<file path="src/rtl/kernel_spi_pkg.sv">
// Shared definitions for the kernel SPI master and slave peripherals:
// register addresses, status/control bit positions and FSM states.
package kernel_spi_pkg;

    localparam logic [2:0] ADDR_RXDATA  = 3'd0;
    localparam logic [2:0] ADDR_TXDATA  = 3'd1;
    localparam logic [2:0] ADDR_STATUS  = 3'd2;
    localparam logic [2:0] ADDR_CONTROL = 3'd3;
    localparam logic [2:0] ADDR_EOP     = 3'd6;

    // Status flags and their interrupt enables share bit positions.
    localparam int BIT_ROE  = 3;
    localparam int BIT_TOE  = 4;
    localparam int BIT_TMT  = 5;
    localparam int BIT_TRDY = 6;
    localparam int BIT_RRDY = 7;
    localparam int BIT_E    = 8;
    localparam int BIT_EOP  = 9;
    localparam int BIT_SSO  = 10;

    localparam logic [10:0] CTL_MASK = 11'h7D8;

    typedef enum logic [1:0] {
        IDLE,
        LEAD,
        SHIFT,
        TRAIL
    } spi_state_t;

endpackage

</file>
<file path="src/rtl/kernel_spi_clkgen.sv">
// SCLK half-period divider: counts 0..CLK_DIV-1 while enabled and
// pulses tick on the terminal count; held at zero when disabled.
module kernel_spi_clkgen #(
    parameter int CLK_DIV = 4
) (
    input  logic clk,
    input  logic reset_n,
    input  logic enable,
    output logic tick
);

    localparam int CW = $clog2(CLK_DIV);
    localparam logic [CW-1:0] LAST = CW'(CLK_DIV - 1);

    logic [CW-1:0] count;

    always_ff @(posedge clk or negedge reset_n) begin
        if (!reset_n)
            count <= '0;
        else if (!enable || count == LAST)
            count <= '0;
        else
            count <= count + 1'b1;
    end

    assign tick = enable && (count == LAST);

endmodule

</file>
<file path="src/rtl/kernel_spi_master.sv">
// Mode 0, MSB-first, 8-bit SPI master with double-buffered tx/rx and a
// CPU register model matching the kernel SPI slave peripheral.
module kernel_spi_master
    import kernel_spi_pkg::*;
#(
    parameter int CLK_DIV  = 4,
    parameter int SS_DELAY = 1
) (
    input  logic        clk,
    input  logic        reset_n,
    input  logic [15:0] data_from_cpu,
    input  logic [2:0]  mem_addr,
    input  logic        read_n,
    input  logic        write_n,
    input  logic        spi_select,
    input  logic        MISO,
    output logic [15:0] data_to_cpu,
    output logic        irq,
    output logic        dataavailable,
    output logic        readyfordata,
    output logic        endofpacket,
    output logic        SCLK,
    output logic        SS_n,
    output logic        MOSI
);

    // Lead/trail gaps are measured in whole SCLK periods (two ticks each).
    localparam int DLY_TICKS = 2 * SS_DELAY;
    localparam int DW = (DLY_TICKS > 1) ? $clog2(DLY_TICKS) : 1;
    localparam logic [DW-1:0] DLY_LAST = DW'(DLY_TICKS - 1);

    spi_state_t state, state_next;

    logic          tick;
    logic [7:0]    shift_reg, tx_hold, rx_hold, rx_byte;
    logic [2:0]    bit_cnt;
    logic [DW-1:0] dly_cnt;
    logic          sample;
    logic          trdy, rrdy, toe, roe, eop;
    logic [10:0]   ctl;
    logic [15:0]   eop_value, status_word;
    logic          wr_en, rd_en, wr_tx, wr_status, rd_rx, eop_hit, overrun;
    logic          load_tx, byte_done, sclk_rise, sclk_fall, dly_done, ss_low, ss_high;

    kernel_spi_clkgen #(.CLK_DIV(CLK_DIV)) u_clkgen (
        .clk     (clk),
        .reset_n (reset_n),
        .enable  (state != IDLE),
        .tick    (tick)
    );

    assign wr_en     = spi_select & ~write_n;
    assign rd_en     = spi_select & ~read_n;
    assign wr_tx     = wr_en && (mem_addr == ADDR_TXDATA);
    assign wr_status = wr_en && (mem_addr == ADDR_STATUS);
    assign rd_rx     = rd_en && (mem_addr == ADDR_RXDATA);
    assign rx_byte   = {shift_reg[6:0], sample};
    assign overrun   = rrdy && !rd_rx;
    assign dly_done  = tick && (dly_cnt == DLY_LAST);
    assign eop_hit   = (wr_tx && ({8'h00, data_from_cpu[7:0]} == eop_value)) ||
                       (rd_rx && ({8'h00, rx_hold} == eop_value));

    always_ff @(posedge clk or negedge reset_n) begin
        if (!reset_n)
            state <= IDLE;
        else
            state <= state_next;
    end

    always_comb begin
        state_next = state;
        load_tx    = 1'b0;
        byte_done  = 1'b0;
        sclk_rise  = 1'b0;
        sclk_fall  = 1'b0;
        ss_low     = 1'b0;
        ss_high    = 1'b0;
        case (state)
            IDLE: begin
                if (!trdy) begin
                    load_tx = 1'b1;
                    if (!SS_n && ctl[BIT_SSO]) begin
                        state_next = SHIFT;
                    end else begin
                        ss_low     = 1'b1;
                        state_next = LEAD;
                    end
                end else if (!ctl[BIT_SSO]) begin
                    ss_high = 1'b1;
                end
            end
            LEAD: begin
                if (dly_done)
                    state_next = SHIFT;
            end
            SHIFT: begin
                if (tick) begin
                    if (!SCLK) begin
                        sclk_rise = 1'b1;
                    end else begin
                        sclk_fall = 1'b1;
                        if (bit_cnt == 3'd7) begin
                            byte_done = 1'b1;
                            if (!trdy && ctl[BIT_SSO])
                                load_tx = 1'b1;
                            else
                                state_next = TRAIL;
                        end
                    end
                end
            end
            TRAIL: begin
                if (dly_done) begin
                    state_next = IDLE;
                    ss_high    = !ctl[BIT_SSO];
                end
            end
            default: state_next = IDLE;
        endcase
    end

    // Serial datapath: shifter, SCLK/SS_n generation and receive holding register.
    always_ff @(posedge clk or negedge reset_n) begin
        if (!reset_n) begin
            shift_reg <= '0;
            bit_cnt   <= '0;
            sample    <= 1'b0;
            SCLK      <= 1'b0;
            SS_n      <= 1'b1;
            dly_cnt   <= '0;
            rx_hold   <= '0;
        end else begin
            if (load_tx) begin
                shift_reg <= tx_hold;
                bit_cnt   <= '0;
            end else if (sclk_fall) begin
                shift_reg <= rx_byte;
                bit_cnt   <= bit_cnt + 1'b1;
            end
            if (sclk_rise) begin
                SCLK   <= 1'b1;
                sample <= MISO;
            end else if (sclk_fall) begin
                SCLK <= 1'b0;
            end
            if (ss_low)
                SS_n <= 1'b0;
            else if (ss_high)
                SS_n <= 1'b1;
            if (state == LEAD || state == TRAIL) begin
                if (tick)
                    dly_cnt <= dly_done ? '0 : dly_cnt + 1'b1;
            end else begin
                dly_cnt <= '0;
            end
            if (byte_done && !overrun)
                rx_hold <= rx_byte;
        end
    end

    // CPU-visible flags; hardware set events take priority over clears.
    always_ff @(posedge clk or negedge reset_n) begin
        if (!reset_n) begin
            trdy      <= 1'b1;
            rrdy      <= 1'b0;
            toe       <= 1'b0;
            roe       <= 1'b0;
            eop       <= 1'b0;
            tx_hold   <= '0;
            ctl       <= '0;
            eop_value <= '0;
        end else begin
            if (load_tx)
                trdy <= 1'b1;
            else if (wr_tx)
                trdy <= 1'b0;
            if (wr_tx && trdy)
                tx_hold <= data_from_cpu[7:0];
            if (wr_tx && !trdy)
                toe <= 1'b1;
            else if (wr_status)
                toe <= 1'b0;
            if (byte_done)
                rrdy <= 1'b1;
            else if (rd_rx || wr_status)
                rrdy <= 1'b0;
            if (byte_done && overrun)
                roe <= 1'b1;
            else if (wr_status)
                roe <= 1'b0;
            if (eop_hit)
                eop <= 1'b1;
            else if (wr_status)
                eop <= 1'b0;
            if (wr_en && mem_addr == ADDR_CONTROL)
                ctl <= data_from_cpu[10:0] & CTL_MASK;
            if (wr_en && mem_addr == ADDR_EOP)
                eop_value <= data_from_cpu;
        end
    end

    always_comb begin
        status_word           = '0;
        status_word[BIT_EOP]  = eop;
        status_word[BIT_E]    = toe | roe;
        status_word[BIT_RRDY] = rrdy;
        status_word[BIT_TRDY] = trdy;
        status_word[BIT_TMT]  = trdy && (state == IDLE);
        status_word[BIT_TOE]  = toe;
        status_word[BIT_ROE]  = roe;
    end

    always_ff @(posedge clk or negedge reset_n) begin
        if (!reset_n) begin
            data_to_cpu <= '0;
            irq         <= 1'b0;
        end else begin
            if (rd_en) begin
                case (mem_addr)
                    ADDR_RXDATA:  data_to_cpu <= {8'h00, rx_hold};
                    ADDR_STATUS:  data_to_cpu <= status_word;
                    ADDR_CONTROL: data_to_cpu <= {5'd0, ctl};
                    ADDR_EOP:     data_to_cpu <= eop_value;
                    default:      data_to_cpu <= '0;
                endcase
            end
            irq <= (eop & ctl[BIT_EOP]) | ((toe | roe) & ctl[BIT_E]) |
                   (rrdy & ctl[BIT_RRDY]) | (trdy & ctl[BIT_TRDY]) |
                   (toe & ctl[BIT_TOE]) | (roe & ctl[BIT_ROE]);
        end
    end

    assign dataavailable = rrdy;
    assign readyfordata  = trdy;
    assign endofpacket   = eop;
    assign MOSI          = shift_reg[7];

endmodule

</file>
<file path="config.mk">
export PLATFORM = sky130hd
export DESIGN_NAME = kernel_spi_master
export DESIGN_NICKNAME = d
export VERILOG_FILES = /design/src/rtl/kernel_spi_pkg.sv /design/src/rtl/kernel_spi_clkgen.sv /design/src/rtl/kernel_spi_master.sv
export SDC_FILE = /design/constraint.sdc
export NUM_CORES = 1
export LEC_CHECK = 0
export BUFFER_PORTS_ARGS = -buffer_cell sky130_fd_sc_hd__buf_4
export CORE_UTILIZATION = 35
export CTS_BUF_LIST = sky130_fd_sc_hd__clkbuf_8 sky130_fd_sc_hd__clkbuf_16
export CTS_CLUSTER_SIZE = 24
export DETAILED_ROUTE_END_ITERATION = 6
export SLEW_MARGIN = 20
export SYNTH_ARGS = -nofsm -noshare
export SYNTH_HDL_FRONTEND = slang
export SYNTH_SLANG_ARGS = --single-unit
</file>
<file path="constraint.sdc">
create_clock -name clk -period 3.5 [get_ports clk]
set_input_delay 0.35 -clock clk [delete_from_list [all_inputs] [get_ports clk]]
set_output_delay 0.35 -clock clk [all_outputs]
set_load 0.1 [all_outputs]
</file>
# == After elaboration in Yosys (flattened, before gate mapping) ==
# Index checks and enable logic that the tools add are counted.
# op_classes
n_mux,53
n_addsub,3
n_bitwise,16
n_reduce_logical,39
eq_ne,19
# op_table
operator,count
one-hot mux 16 bit (4 select lines),1
two-way mux 1 bit,36
== test 8 x 16 -> 1 bit,2
two-way mux 2 bit,9
nonzero test 2 bit,9
logical AND 1 bit,17
two-way mux 8 bit,2
inequality test 2 bit (second input constant),8
AND 1 bit,8
one-hot mux 2 bit (4 select lines),1
AND reduction 7 bit,1
== test 2 bit (second input constant),3
== test 3 x 2 -> 1 bit (second input constant),2
== test 3 bit (second input constant),2
zero test 1 bit,6
two-way mux 3 bit,2
OR 1 bit,6
logical OR 1 bit,4
one-hot mux 1 bit (2 select lines),2
adder 3 x 1 -> 3 bit (second input constant),1
== test 3 x 1 -> 1 bit (second input constant),1
zero test 3 bit,1
adder 2 x 1 -> 2 bit (second input constant),1
== test 2 x 1 -> 1 bit (second input constant),1
3 further kinds,4
# totals
register_bits,80
inputBits,25

# == Depth between registers and ports, before layout ==
# Gate-level depths: netlist (run 1).
# logic_depth
depth_word,8
mapped_depth,7
depth_no_buf,6

# == Modules after synthesis ==
# Synthesis (run 1) repeated with hierarchy kept, for this count alone.
# unflattened
cells_unflattened,313
area_unflattened_um2,3843.7
# modules_own_cells
mod,seq_area_each_um2,area_each_um2,cells_per_inst,instances
kernel_spi_master,1954.4,3752.3,307,1
kernel_spi_clkgen,50.0,91.3,6,1

# == Worst setup path before layout (run 1) ==
# No wires, ideal clock.
# synth_path
kind,register to register
startpoint,register SCLK
endpoint,register shift_reg[0]
arrival_ps,2198
required_time_ps,3375
synth_period_minus_slack_ps,2322
n_path_buf,1
path_stages_with_launch,6
setup_ps,125
path_slack_ps,1178
cell_sequence,dfrtp_1 and4b_1 a31oi_1 nor2_1 buf_2 mux2_2
# synth_between
elab_chain_cells,4
# synth_rtl
item,line,source
start: declaration,kernel_spi_master.sv:22,"output logic SCLK,"
start signal: assignment,kernel_spi_master.sv:128,SCLK <= 1'b0;
start signal: assignment,kernel_spi_master.sv:141,SCLK <= 1'b1;
start signal: assignment,kernel_spi_master.sv:144,SCLK <= 1'b0;
two-way mux 1 bit,kernel_spi_master.sv:98,if (!SCLK) begin
two-way mux 1 bit,kernel_spi_master.sv:97,if (tick) begin
one-hot mux 1 bit (2 select lines) / two-way mux 1 bit (equally long branches),kernel_spi_master.sv:78,case (state)
two-way mux 8 bit / nonzero test 2 bit (equally long branches),-,
end signal: assignment,kernel_spi_master.sv:134,shift_reg <= tx_hold;
end signal: assignment,kernel_spi_master.sv:137,shift_reg <= rx_byte;
end: declaration,kernel_spi_master.sv:35,"logic [7:0] shift_reg, tx_hold, rx_hold, rx_byte;"
# Several ways; a longest one is shown, not always the timed one.
# A chain may end at the register's enable or synchronous reset.

# == Worst setup path in the final report (run 1) ==
# layout_path
startpoint,register state[0]
endpoint,register shift_reg[5]
# layout_between
elab_chain_cells,5
# layout_rtl
item,line,source
start: declaration,kernel_spi_master.sv:32,"spi_state_t state, state_next;"
start signal: assignment,kernel_spi_master.sv:67,state <= state_next;
nonzero test 2 bit,kernel_spi_master.sv:48,".enable (state != IDLE),"
logical AND 1 bit,kernel_spi_clkgen.sv:26,assign tick = enable && (count == LAST);
two-way mux 1 bit,kernel_spi_master.sv:97,
one-hot mux 1 bit (2 select lines) / two-way mux 1 bit (equally long branches),kernel_spi_master.sv:78,
two-way mux 8 bit / nonzero test 2 bit (equally long branches),-,
# Several ways; a longest one is shown, not always the timed one.

==> results of run 1 <==
==> critical path: stages, from the launching register on <==
cell and delay [ns]:
dfrtp_1 0.41, inv_1 0.11, ha_1 0.38, and2b_1 0.26, nand3_1 0.41, mux2_2 0.40
mux2_2 0.26
==> metrics by stage <==
stage / setup slack [ns] / hold WS [ns] / util [%] / total power [mW]
6_report: 1.16 / 0.0112 / 42.5 / 3.22
5_1_grt: 0.968 / 0.0742 / 42.5 / 3.40
4_1_cts: 1.15 / 0.188 / 42.5 / 3.25
3_5_place_dp: 1.13 / 0.439 / 40.2 / 2.43
3_3_place_gp: 1.23 / 0.425 / 40.2 / 2.40
2_1_floorplan: 1.18 / 0.0544 / - / 2.15
==> area by class of cell <==
cell class,count,area share (%)
Timing Repair Buffer,50,8.22
Clock buffer,9,2.69
Inverter,8,0.651
Clock inverter,7,2.61
Tap cell,140,3.80
Sequential cell,80,43.5
Multi-Input combinational cell,213,38.6
==> final timing paths <==
check | from | to | slack [ns] | depth (start not counted)
worst max-delay path | state[0] | shift_reg[5] | 1.16 | 6
worst min-delay path | reset_n | data_to_cpu[14] | 0.01 | 1
worst max register to register | state[0] | shift_reg[5] | 1.16 | 6
worst min register to register | u_clkgen.count[0] | u_clkgen.count[0] | 0.45 | 1
max in group asynchronous | reset_n | tx_hold[2] | 2.99 | 1
min in group clk | MISO | sample | 0.21 | 2
==> metal layers <==
metal	wire [um]	GRT usage, %	vias up	share of wire [%]
met2	3970	24.9	46	47
met3	326	3.75	11	3.9
li1	-	-	1230	-
met4	147	6.46	0	1.7
met1	3990	21.4	1284	47
met5	0	0	-	0
==> placed cells by master, fill, tap and decap left out, types with 2 or more instances in the layout <==
cell type / Yosys / layout
nand3b_1: 2 / 2
nor4_1: 3 / 3
nand2b_1: 2 / 2
a32o_1: 2 / 2
bufinv_16: 0 / 3
dfrtp_1: 78 / 78
nor2_1: 16 / 16
a22o_1: 12 / 12
nand2_1: 20 / 20
nand3_1: 6 / 6
mux2_4: 9 / 9
dfstp_2: 2 / 2
a22oi_1: 2 / 2
ha_1: 7 / 7
mux2i_1: 8 / 8
a32oi_1: 4 / 4
nand4_1: 4 / 4
o21ai_0: 16 / 16
clkinv_4: 0 / 2
a21oi_1: 4 / 4
inv_1: 8 / 8
a31oi_1: 2 / 2
xnor2_1: 14 / 14
xor2_1: 5 / 5
buf_4: 0 / 49
o2bb2ai_1: 2 / 2
mux2_2: 47 / 47
clkbuf_8: 0 / 9
nor3_1: 5 / 5
or2_1: 2 / 2
==> cell families after synthesis <==
kind of cell    Yosys count
mux                      64
xor+xnor                 19
simple gates             73
buf+inv                  21
flops                    80
fa+ha+maj                 8
compound gates           49
==> power by group through the flow <==
stage	registers [mW]	clock network, mW	logic, mW
final	1.34	0.823	1.06
after global routing	1.38	0.874	1.15
after CTS	1.35	0.841	1.07
after detailed placement	1.36	0	1.06
after global placement	1.36	0	1.04
after floorplan	1.60	0	0.555
==> summary.md, run 1 <==
| Metric | Value |
|---|---|
| Clock latency on the worst-skew pair | `0.37 ns` |
| Total placed instance area | `0.00436 mm^2` |
| Number of global-route vias before repair | `2601` |
| Leading area contributor after synthesis | `dfrtp_1` |
| Largest family of logic cells by synthesized area | `multiplexers` |
| Clock Power Share | `25.5%` |
| Area taken by multi-input logic gates | `0.00178 mm^2` |
| Combinational power share | `32.8%` |
| Top-area cell type share of the netlist area | `50.1%` |
| Post-synthesis instance total | `314` |
| Async set-reset flop share out of synthesis | `100%` |
| H-tree levels | `3` |
| P_sw | `1.16 mW` |
| List of most frequent post-synthesis cells | `78 x dfrtp_1, 47 x mux2_2, 20 x nand2_1` |
| Final period utilization | `66.9%` |
| Average vias per placed instance | `5.07` |
| Design Area, Final | `0.00461 mm^2` |
| Compound-Gate Fraction of Synth Area | `9.28%` |
| Run status | `finished clean` |
| Site row count | `38` |
| Post-route ant nets | `0` |
| IO Count | `48` |
| Cts bufs inserted | `9` |
| Mux cell area share after synthesis | `19.1%` |
| Slew margin rel. | `52.0%` |
| Sequential power share | `41.6%` |
| Nets | `394` |
| Via count | `2571` |
| Routed wire length per instance | `16.6 um` |
| Overflow after GRT | `0` |
| Non-Filler Instances | `507` |
| DRT iter0 DRCs | `178` |
| Top cells by area, synth | `dfrtp_1 50%, mux2_2 14%, mux2_4 3.5%` |
| RSZ-0062 raised after global routing | `no` |
| Initial Utilization | `35.9%` |
| Crit path launch type | `flop` |
| DP Cell Count | `491` |
| Adder-cell area share of the yosys netlist | `2.51%` |
| Placer congestion estimate | `0.747` |
| Clk buf depth | `2` |
| Die boundary width | `107 um` |
| Die ar. | `0.0116 mm^2` |
| Clk slew on worst S/H paths | `0.09 ns` |
| MaxCap Viol Count | `0` |
| Ant diodes | `0` |
| Register area | `0.00200 mm^2` |
| Clk sink count | `80` |
| P_leak | `2.16 nW` |
| Syn-to-layout area delta | `18.4%` |
| Setup bufs post-CTS | `0` |
| Seq/Total Area, Yosys | `51.5%` |
| FILL cells | `1048` |
| Pwr Density | `699 mW/mm^2` |
| Most frequent cell after synthesis | `dfrtp_1` |
| Die Y | `107 um` |
| Final Skew | `0.0140 ns` |
| CTS tree | `built` |
| Mapped Nets | `346` |
| Post-DP HPWL | `6.13 mm` |
| Hold Buf Count CTS | `0` |
| Core area | `0.0108 mm^2` |
| Final hold vios | `0` |
| Total track usage | `16.0%` |
| YS warnings | `0` |
| HP Class | `input port to asynchronous set/reset pin` |
| Largest registers | `data_to_cpu x16, eop_value x16` |
| Cts repair resizes | `0` |
| Simple-Gate Fraction of Synth Area | `10.5%` |
| Largest net degree at the start of global routing | `81` |
| Crit end category | `flop` |
| Slew Limit Fails | `0` |
| Initial antenna violation count | `0` |
| Crit path max fanout | `12` |
| Pre-Repair DR Iteration Count | `4` |
| Synth cell types | `49` |
| Syn avg cell area | `12.4 um^2` |
| Number of I/O port buffers | `47` |
| Post-Syn Area | `0.00389 mm^2` |
| Setup Crit Path Kind | `flop to flop` |
| Worst-margin pin slew | `0.719 ns` |
| Drt drc | `0` |
| Switching share of total power | `36.1%` |
| Fin Setup TNS | `0 ns` |
| Peak supply drop | `0.000373 V` |
| Layout cell share with drive strength beyond 1 | `36.2%` |
| Post-route minimum period | `2.34 ns` |
| Post-Synth XOR/XNOR Area | `4.27%` |
| Cell-internal power | `2.06 mW` |
| Peak Freq | `427 MHz` |
| Global-route wire length before repair | `13.8 mm` |
| CTS root buf | `clkbuf_8` |
| Post-synth EDFFs | `0` |
| Prevailing post-synth register cell | `dfrtp_1` |
| FF+latch count, synth | `80` |
| Routed WL | `8.43 mm` |
| Final setup violation count | `0` |
| Critical Path AT | `2.60 ns` |
| Worst path required time | `3.75 ns` |
Power figures use the tool's default switching activity.
==> run 2, diff against run 1 <==
Clock period 3.5 ns to 2.25 ns, I/O delays scaled along.
==> summary.md, run 2 (same netlist as run 1, synthesis figures left out) <==
| Metric | Value |
|---|---|
| Post-DP HPWL | `6.29 mm (was 6.13 mm)` |
| CP most frequent cell | `mux2_2 (unchanged)` |
| Via count | `2573 (was 2571)` |
| DP Cell Count | `496 (was 491)` |
| Core area | `0.0108 mm^2 (unchanged)` |
| Clock latency on the worst-skew pair | `0.36 ns (was 0.37 ns)` |
| Peak Freq | `476 MHz (was 427 MHz)` |
| Global-route wire length before repair | `13.9 mm (was 13.8 mm)` |
| Die boundary width | `107 um (unchanged)` |
| Crit path max fanout | `9 (was 12)` |
| WHS Path Cells | `2` |
| Number of I/O port buffers | `47 (unchanged)` |
| Pre-Repair DR Iteration Count | `4 (unchanged)` |
| Worst Min Path Start | `data_from_cpu[11]` |
| Total Power | `5.24 mW (was 3.22 mW)` |
| Layout cell share with drive strength beyond 1 | `37.0% (was 36.2%)` |
| Final Skew | `0.0177 ns (was 0.0140 ns)` |
| Cts bufs inserted | `9 (unchanged)` |
| MaxCap Viol Count | `0 (unchanged)` |
| Most common cell after layout, fill and taps aside | `dfrtp_1 (unchanged)` |
| Clk sink count | `80 (unchanged)` |
| Initial antenna violation count | `0 (unchanged)` |
| Crit path launch type | `flop (unchanged)` |
| Slew margin rel. | `60.0% (was 52.0%)` |
| H-tree levels | `3 (unchanged)` |
| Crit path max-delay cell type | `mux2_2 (was dfrtp_1)` |
| Pwr Density | `1110 mW/mm^2 (was 699 mW/mm^2)` |
| Routed wire length per instance | `16.5 um (was 16.6 um)` |
| Cell chain of the critical path | `inv_1 > ha_1 > and2b_1 > nand3_1 > mux2_2 > mux2_2 (unchanged)` |
| Setup Crit Path Kind | `flop to flop (unchanged)` |
| Worst path required time | `2.48 ns (was 3.75 ns)` |
| RR Startpoint | `state[0] (unchanged)` |
| Worst-margin pin slew | `0.600 ns (was 0.719 ns)` |
| Final Hold Slack | `0.107 ns (was 0.0112 ns)` |
| Final period utilization | `93.5% (was 66.9%)` |
| R2R cell count | `6 (unchanged)` |
| RSZ-0062 raised after global routing | `no (unchanged)` |
| Critical Path AT | `2.33 ns (was 2.60 ns)` |
| Slew Limit Fails | `0 (unchanged)` |
| Routed WL | `8.47 mm (was 8.43 mm)` |
| Largest registers | `data_to_cpu x16, eop_value x16 (unchanged)` |
| Nets | `400 (was 394)` |
| Number of global-route vias before repair | `2642 (was 2601)` |
| Clk buf depth | `2 (unchanged)` |
| Overflow after GRT | `0 (unchanged)` |
| Non-Filler Instances | `513 (was 507)` |
| Run status | `finished clean (unchanged)` |
| Final setup violation count | `0 (unchanged)` |
| Site row count | `38 (unchanged)` |
| IO Count | `48 (unchanged)` |
| DRT iter0 DRCs | `112 (was 178)` |
| CTS root buf | `clkbuf_8 (unchanged)` |
| HP Class | `input port to flop (was input port to asynchronous set/reset pin)` |
| Largest net degree at the start of global routing | `47 (was 81)` |
| Post-route minimum period | `2.10 ns (was 2.34 ns)` |
| Syn-to-layout area delta | `20.8% (was 18.4%)` |
| Drt drc | `0 (unchanged)` |
| FILL cells | `1017 (was 1048)` |
| Peak supply drop | `0.000782 V (was 0.000373 V)` |
| P_leak | `2.22 nW (was 2.16 nW)` |
| Die ar. | `0.0116 mm^2 (unchanged)` |
| Die Y | `107 um (unchanged)` |
| Setup crit start | `state[0] (unchanged)` |
| Crit end category | `flop (unchanged)` |
| Post-route ant nets | `0 (unchanged)` |
| Average vias per placed instance | `5.02 (was 5.07)` |
| Total track usage | `15.9% (was 16.0%)` |
| Placer congestion estimate | `0.777 (was 0.747)` |
| Initial Utilization | `35.9% (unchanged)` |
| Fin Setup TNS | `0 ns (unchanged)` |
| Clk slew on worst S/H paths | `0.08 ns (was 0.09 ns)` |
| Highest-count cells in the layout ignoring fill and taps | `77 x dfrtp_1, 54 x buf_4, 47 x mux2_2 (was 78 x dfrtp_1, 49 x buf_4, 47 x mux2_2)` |
| Final hold vios | `0 (unchanged)` |
| Setup bufs post-CTS | `0 (unchanged)` |
| CTS tree | `built (unchanged)` |
| Slowest stage delay, CP | `0.41 ns (about the same)` |
| Ant diodes | `0 (unchanged)` |
[run 2: final timing paths]
path,to,slack [ns]
setup / recovery,shift_reg[0],0.15
hold / removal,eop_value[11],0.11
setup reg to reg,shift_reg[0],0.15
hold reg to reg,u_clkgen.count[0],0.44
max in group asynchronous,readyfordata,1.15
min in group asynchronous,dly_cnt,0.42
[run 2: cell type report]
cell class              instances  area (um^2)  area share (%)
clock buffers                   9          124            2.63
repair buffers                 56          435            9.25
inverters                       8         30.0           0.638
well taps                     140          175            3.72
flip-flops and latches         80         2010            42.6
multi-input cells             213         1780            37.8
clock inverters                 7          159            3.38
[run 2: critical path: cells and delay by family (launching register included)]
| family | cells | cell delay (ns) |
|---|---|---|
| adders and majority gates | 1 | 0.21 |
| buffers and inverters | 1 | 0.08 |
| DFF | 1 | 0.39 |
| muxes | 2 | 0.67 |
| and+or+nand+nor | 2 | 0.63 |
[run 2: routing by layer]
metal / GRT usage (%) / vias to the layer above / share of wire, %
met1: 22.4 / 1278 / 50
met3: 3.03 / 11 / 3.1
met5: 0 / - / 0
met2: 24.3 / 50 / 45
li1: - / 1234 / -
met4: 5.28 / 0 / 1.5
[run 2: metrics by stage]
stage | util [%] | area (um^2) | worst slack, ns
final | 43.4 | 4710 | 0.147
after global routing | 43.4 | 4710 | 0.00789
after floorplan | - | 3900 | 0.242
after detailed placement | 40.7 | 4410 | 0.172
after global placement | 40.7 | 4410 | 0.274
after CTS | 43.4 | 4710 | 0.157
[run 2: power breakdown]
part | leakage (nW) | internal [mW] | total [mW] | switching [mW]
clock | 0.145 | 0.956 | 1.47 | 0.515
sequential | 1.03 | 1.79 | 2.09 | 0.298
combinational | 1.05 | 0.700 | 1.68 | 0.979
total | 2.22 | 3.45 | 5.24 | 1.79
[run 2: what timing repair did]
| item | 4_1_cts | 5_1_grt |
|---|---|---|
| gates resized for setup | 0 | 0 |
| hold buffers | 1 | 0 |
| hold endpoints to repair | 44 | 0 |
